File: config.mk
export PLATFORM = sky130hd
export DESIGN_NAME = pp_group_accumulator
export DESIGN_NICKNAME = d
export VERILOG_FILES = /design/src/rtl/pp_acc_pkg.sv /design/src/rtl/pp_lane_sum.sv /design/src/rtl/pp_group_accumulator.sv
export SDC_FILE = /design/constraint.sdc
export NUM_CORES = 1
export LEC_CHECK = 0
export CORE_ASPECT_RATIO = 0.5
export CORE_MARGIN = 2
export CORE_UTILIZATION = 53
export DETAILED_ROUTE_END_ITERATION = 8
export GPL_TIMING_DRIVEN = 0
export HOLD_SLACK_MARGIN = 0.05
export PLACE_DENSITY = 0.88
export SETUP_SLACK_MARGIN = 0.5
export SYNTH_ARGS = -nofsm -noshare
export SYNTH_HDL_FRONTEND = slang
export SYNTH_SLANG_ARGS = --single-unit
File: constraint.sdc
create_clock -name i_clk -period 7.3 [get_ports i_clk]
set_clock_uncertainty 0.1 [all_clocks]
set_input_delay 0.73 -clock i_clk [delete_from_list [all_inputs] [get_ports i_clk]]
set_output_delay 0.73 -clock i_clk [all_outputs]
set_load 0.01 [all_outputs]
File: src/rtl/pp_acc_pkg.sv
// Shared definitions for the partial-product group accumulator.
//  - Default LANES / PP_W / ACC_W values.
//  - Stage-2 FSM state encoding.
//  - Generic sign-extend helper.
//  - Per-bit transistor-count weights feeding the `number` metric outputs.
package pp_acc_pkg;

  localparam int unsigned LANES_DEF = 4;
  localparam int unsigned PP_W_DEF  = 15;
  localparam int unsigned ACC_W_DEF = 22;

  localparam int unsigned TC_FA   = 28;  // full-adder cell, per bit
  localparam int unsigned TC_MUX2 = 12;  // 2:1 mux, per bit
  localparam int unsigned TC_DFF  = 24;  // flip-flop, per bit
  localparam int unsigned TC_XOR  = 12;  // overflow detect gate

  typedef enum logic [1:0] {
    IDLE  = 2'd0,
    ACCUM = 2'd1,
    HOLD  = 2'd2
  } acc_state_t;

  // Sign-extend the low w bits of v to 64 bits; callers cast down to their width.
  function automatic logic [63:0] sext64(input logic [63:0] v, input int unsigned w);
    logic signed [63:0] t;
    t = $signed(v << (64 - w));
    return t >>> (64 - w);
  endfunction

endpackage

File: src/rtl/pp_lane_sum.sv
// Combinational signed adder tree: sums LANES aligned partial products,
// each sign-extended from PP_W to ACC_W.
// Ports:
//  i_pp    in   LANES*PP_W  packed lanes, lane k = i_pp[k*PP_W +: PP_W]
//  o_sum   out  ACC_W       signed lane sum
//  number  out  51          transistor-count metric of this adder tree
module pp_lane_sum
  import pp_acc_pkg::*;
#(
  parameter int unsigned LANES = LANES_DEF,
  parameter int unsigned PP_W  = PP_W_DEF,
  parameter int unsigned ACC_W = ACC_W_DEF
) (
  input  logic [LANES*PP_W-1:0] i_pp,
  output logic [ACC_W-1:0]      o_sum,
  output logic [50:0]           number
);

  logic [ACC_W-1:0] w_sum;

  always_comb begin
    w_sum = '0;
    for (int unsigned k = 0; k < LANES; k++) begin
      w_sum = w_sum + ACC_W'(sext64(64'(i_pp[k*PP_W +: PP_W]), PP_W));
    end
  end

  assign o_sum  = w_sum;
  assign number = 51'((LANES - 1) * ACC_W * TC_FA);

endmodule

File: src/rtl/pp_group_accumulator.sv
// Accumulates variable-length groups of aligned partial products (LANES per
// beat, group ended by i_last) into a signed ACC_W sum, presented with a
// valid/ready handshake. Stage 1 registers the lane sum, stage 2 is the
// accumulator FSM / output register. Both stages hold while the output stalls.
// Optional feature macro: ACC_SAT_EN -- saturating accumulate with sticky o_ovf;
// when undefined the accumulate wraps and o_ovf is constant 0.
// Ports:
//  i_clk, i_rst   clock (rising edge), async active-high reset
//  i_valid/o_ready  input beat handshake; i_pp lanes, i_last ends group
//  o_valid/i_ready  group result handshake; o_sum result, o_ovf overflow flag
//  number         summed transistor-count metric
module pp_group_accumulator
  import pp_acc_pkg::*;
#(
  parameter int unsigned LANES = LANES_DEF,
  parameter int unsigned PP_W  = PP_W_DEF,
  parameter int unsigned ACC_W = ACC_W_DEF
) (
  input  logic                  i_clk,
  input  logic                  i_rst,
  input  logic                  i_valid,
  output logic                  o_ready,
  input  logic [LANES*PP_W-1:0] i_pp,
  input  logic                  i_last,
  output logic                  o_valid,
  input  logic                  i_ready,
  output logic [ACC_W-1:0]      o_sum,
  output logic                  o_ovf,
  output logic [50:0]           number
);

  localparam logic [50:0] NUM_BASE =
    51'(ACC_W * TC_FA + 2 * ACC_W * TC_MUX2 + (2 * ACC_W + 4) * TC_DFF);

  logic [ACC_W-1:0] w_lane_sum;
  logic [50:0]      w_ls_number;
  logic             w_stall;
  logic             w_accept;
  logic             r_s1_valid;
  logic             r_s1_last;
  logic [ACC_W-1:0] r_s1_sum;
  logic [ACC_W-1:0] r_acc;
  logic [ACC_W-1:0] w_add_res;
  logic             w_load;
  logic             w_add;
  acc_state_t       r_state;
  acc_state_t       w_state_nxt;

  pp_lane_sum #(
    .LANES (LANES),
    .PP_W  (PP_W),
    .ACC_W (ACC_W)
  ) u_lane_sum (
    .i_pp   (i_pp),
    .o_sum  (w_lane_sum),
    .number (w_ls_number)
  );

  assign w_stall  = o_valid & ~i_ready;
  assign o_ready  = ~w_stall;
  assign w_accept = i_valid & o_ready;

  always_ff @(posedge i_clk or posedge i_rst) begin
    if (i_rst) begin
      r_s1_valid <= 1'b0;
      r_s1_last  <= 1'b0;
      r_s1_sum   <= '0;
    end else if (!w_stall) begin
      r_s1_valid <= w_accept;
      if (w_accept) begin
        r_s1_sum  <= w_lane_sum;
        r_s1_last <= i_last;
      end
    end
  end

  // HOLD with i_ready=1 is not a stall, so a waiting stage-1 beat loads the
  // next group in the same cycle the current result is taken.
  always_comb begin
    w_state_nxt = r_state;
    w_load      = 1'b0;
    w_add       = 1'b0;
    o_valid     = (r_state == HOLD);
    if (!w_stall) begin
      case (r_state)
        IDLE: if (r_s1_valid) begin
          w_load      = 1'b1;
          w_state_nxt = r_s1_last ? HOLD : ACCUM;
        end
        ACCUM: if (r_s1_valid) begin
          w_add = 1'b1;
          if (r_s1_last) w_state_nxt = HOLD;
        end
        HOLD: if (r_s1_valid) begin
          w_load      = 1'b1;
          w_state_nxt = r_s1_last ? HOLD : ACCUM;
        end else begin
          w_state_nxt = IDLE;
        end
        default: w_state_nxt = IDLE;
      endcase
    end
  end

  always_ff @(posedge i_clk or posedge i_rst) begin
    if (i_rst) begin
      r_state <= IDLE;
      r_acc   <= '0;
    end else begin
      r_state <= w_state_nxt;
      if (w_load)     r_acc <= r_s1_sum;
      else if (w_add) r_acc <= w_add_res;
    end
  end

  assign o_sum = r_acc;

`ifdef ACC_SAT_EN
  logic [ACC_W:0] w_add_wide;
  logic           w_add_ovf;
  logic           r_ovf;

  // One guard bit: overflow when the two top bits of the widened sum differ.
  assign w_add_wide = {r_acc[ACC_W-1], r_acc} + {r_s1_sum[ACC_W-1], r_s1_sum};
  assign w_add_ovf  = w_add_wide[ACC_W] ^ w_add_wide[ACC_W-1];
  assign w_add_res  = !w_add_ovf ? w_add_wide[ACC_W-1:0]
                    : (w_add_wide[ACC_W] ? {1'b1, {(ACC_W-1){1'b0}}}
                                         : {1'b0, {(ACC_W-1){1'b1}}});

  always_ff @(posedge i_clk or posedge i_rst) begin
    if (i_rst)      r_ovf <= 1'b0;
    else if (w_load) r_ovf <= 1'b0;
    else if (w_add)  r_ovf <= r_ovf | w_add_ovf;
  end

  assign o_ovf  = r_ovf;
  assign number = w_ls_number + NUM_BASE + 51'(ACC_W * TC_MUX2 + TC_DFF + TC_XOR);
`else
  assign w_add_res = r_acc + r_s1_sum;
  assign o_ovf     = 1'b0;
  assign number    = w_ls_number + NUM_BASE;
`endif

endmodule

==> results.txt <==
Status = finished clean
Fin crit period = 4590 ps
Die Y = 71.0 um
Worst setup EP type = flip-flop
Worst Setup SP = i_pp[1]
Vias in the first global route = 4028
First-pass GRT wire length = 18.0 mm
CP max stage delay = 570 ps
Cell Count, Final, Fillers Out = 809
Delay-heaviest family, CP = adder cells
Core ar. = 8710 um^2
Final Hold Fails = 0
WP data arrival = 4650 ps
Post-Layout Inst Area = 6160 um^2
Clk sinks = 44
Worst r2r path cells = 11
Routed WL = 11.0 mm
RSZ-0062 raised after global routing = no
ANT nets after route = 0
Hold Crit Endpoint = r_s1_sum[10]$_DFFE_PP0P_
Most repeated library cell on the critical path = fa_1
Fmax = 218 MHz
HP Class = reg2reg
Post-synth EDFFs = 0
Residual DRC = 0
Routed vias = 4138
Tcrit/Tclk final = 0.628
Post-CTS Resized = 0
Die X = 138 um
Total congestion overflow = 0
Initial antenna violation count = 0
Final GP Congestion = 0.892
Critical path's slowest cell = fa_1
CP Class = in2reg
CTS tree = yes
RR Startpoint = r_s1_sum[0]$_DFFE_PP0P_
Mapped Cells = 545
Clk slew on worst S/H paths = 60 ps
Port Buffers = 88
Initial DRC Count = 214
Static Leak = 0.00312 uW
Final-stage net count = 826
R2R setup slack = 4170 ps
Starting Density = 0.546
Max-Cap Viols = 0
YS warnings = 0
Post-Syn Area per Cell = 8.73 um^2
CP cell instances = clkdlybuf4s50_1 > fa_1 > fa_1 > ha_1 > fa_1 > a211oi_1 > o21ai_1 > a311o_1 > a211oi_1 > o21bai_1 > a211o_1 > nand2_1 > o21ai_1
CTS HTree Levels = 2
DIE AREA = 9790 um^2
Max Slew Vio Count = 0
Drt wl/cell = 13.6 um
# fillers = 668
Area of the mapped netlist = 4760 um^2
Post-DP Area = 5990 um^2
Synth-to-Final Area Change = 29.6%
Final Util = 0.708
VDD IR max = 0.000181 V
Row count = 24
Hold path depth = 2
CTS Root Cell = clkbuf_16
Pwr Density = 374 nW/um^2
Sequential fraction of the synthesis area = 0.232
Async set-reset flop share out of synthesis = 1.00
Buf/Inv on CP = 1
Slew @ Worst Pin = 864 ps
Hold_buf cts = 0
Drt pass-1 iters = 5
CTS Buf Count = 5
Synth cell types = 53
Vias/cell = 5.11
Skew-Pair Late Insertion Delay = 300 ps
Post-synth top flop = dfrtp_1
Largest net degree at the start of global routing = 29
Slew headroom = 0.422
Placed insts = 801
Postcts setup bufs = 0
WP data required = 7360 ps
IO Count = 141
FF+latch count, synth = 44
Ant. Diodes = 0
Total Routing Usage GR = 0.230
Final setup fails = 0
HPWL after DPL = 8.89 mm
Crit Reg-Reg Endpoint = o_sum[20]$_DFFE_PP0P_
FF/Latch Area = 1100 um^2
Multi-input gate area = 3070 um^2
Setup TNS = 0 ps
Hold Startpoint = r_s1_sum[10]$_DFFE_PP0P_
Layout cells sized above 1 = 0.105
CP Max Fanout = 3
Startpoint types = input port
Clock buffer depth = 2
==> layout make-up <==
class | count | share of cell area
clock inverters | 3 | 0.00751
clock buffers | 5 | 0.0203
inverters | 91 | 0.0554
multi-input cells | 397 | 0.498
flip-flops and latches | 44 | 0.179
plain buffers | 63 | 0.0701
repair buffers | 89 | 0.146
well taps | 117 | 0.0238
==> synthesized netlist by cell type (3+ instances only) <==
| cell type | n | area share |
|---|---|---|
| inv_1 | 91 | 0.072 |
| buf_4 | 52 | 0.082 |
| dfrtp_1 | 44 | 0.23 |
| o21ai_0 | 40 | 0.042 |
| ha_1 | 38 | 0.10 |
| fa_1 | 32 | 0.13 |
| a21oi_1 | 28 | 0.029 |
| nand2_1 | 24 | 0.019 |
| nor2_1 | 21 | 0.017 |
| a21o_1 | 15 | 0.024 |
| xor2_1 | 13 | 0.024 |
| a22oi_1 | 11 | 0.017 |
| clkbuf_1 | 11 | 0.0087 |
| xnor2_1 | 11 | 0.020 |
| o21ai_1 | 10 | 0.011 |
| nor2b_1 | 8 | 0.011 |
| a211oi_1 | 7 | 0.011 |
| mux2_2 | 7 | 0.017 |
| o21bai_1 | 7 | 0.011 |
| a221o_1 | 5 | 0.011 |
| nand2b_1 | 5 | 0.0066 |
| nor3_1 | 5 | 0.0053 |
| and3_1 | 4 | 0.0053 |
| nand3_1 | 4 | 0.0042 |
| o21a_1 | 4 | 0.0063 |
| o31a_1 | 4 | 0.0074 |
| a221oi_1 | 3 | 0.0055 |
| a31oi_1 | 3 | 0.0039 |
| nand4_1 | 3 | 0.0039 |
| nor3b_1 | 3 | 0.0047 |
| o22ai_1 | 3 | 0.0039 |
==> per-stage QoR <==
stage | worst slack, ps | total power (uW) | hold slack [ps]
2_1_floorplan | 3190 | 1570 | 376
3_3_place_gp | 2520 | 1940 | 396
3_5_place_dp | 2450 | 2000 | 414
4_1_cts | 2720 | 2290 | 430
5_1_grt | 2540 | 2500 | 457
6_report | 2710 | 2310 | 434
==> how the worst max path moves through the flow <==
stage                               end  slack [ps]  depth (start not counted)
6_report       r_s1_sum[15]$_DFFE_PP0P_        2710                         13
5_1_grt        r_s1_sum[15]$_DFFE_PP0P_        2540                         13
4_1_cts        r_s1_sum[15]$_DFFE_PP0P_        2720                         13
3_5_place_dp   r_s1_sum[15]$_DFFE_PP0P_        2450                         13
3_3_place_gp   r_s1_sum[15]$_DFFE_PP0P_        2520                         13
2_1_floorplan  r_s1_sum[15]$_DFFE_PP0P_        3190                         12
==> power by group <==
group / internal, uW / leakage, uW / switching (uW)
Sequential: 363 / 0.000539 / 131
Combinational: 725 / 0.00250 / 817
Clock: 163 / 0.0000804 / 107
==> layer usage <==
| metal | vias to the layer above | global-route usage | share of wire |
|---|---|---|---|
| met3 | 10 | 0.0423 | 0.055 |
| met1 | 1960 | 0.303 | 0.44 |
| met2 | 117 | 0.402 | 0.49 |
| met5 | - | 0 | 0 |
| li1 | 2051 | - | - |
| met4 | 0 | 0.0431 | 0.0087 |
==> registers in the layout (all words and copies together), names as in the netlist <==
| name | flops |
|---|---|
| r_state | 2 |
| r_s1_valid | 1 |
| o_sum | 22 |
| r_s1_last | 1 |
| r_s1_sum | 18 |
==> logic make-up (layout without fill, tap and decap cells) <==
logic type               Yosys count  after routing  share of synthesized area
AO/OA/AOI/OAI                    156            156                      0.214
multiplexers                       7              7                     0.0166
flip-flops                        44             44                      0.232
other                              2             52                    0.00158
XOR/XNOR                          24             24                     0.0442
AND/OR/NAND/NOR                   88             88                     0.0950
adder cells (fa/ha/maj)           70             70                      0.235
buffers and inverters            154            251                      0.163
==> cell usage in the layout (no fill, tap or decap), drive strengths merged, types with 4 or more instances in the layout <==
cell type       n
o21ai          50
o31a            4
nor2           21
o21a            4
nand2          24
conb           52
dfrtp          44
a21oi          28
a221o           5
fa             32
inv            92
nor2b           9
nand2b          5
a221oi          4
a22oi          11
buf            53
clkdlybuf4s50  88
xor2           13
mux2            7
a21o           15
xnor2          11
and3            4
clkbuf         16
nand3           4
a211oi          7
ha             38
nor3            5
o21bai          7
==> worst reg2reg max path, cell delays in order, from the launching register on <==
cell      delay (ps)
dfrtp_1          430
ha_1             230
inv_1             70
fa_1             230
nor2b_4           60
o31a_1           270
o31a_1           290
o31a_1           310
o41a_1           430
a221oi_2         320
xor2_1           170
a21oi_1           80
Power figures use the tool's default switching activity.
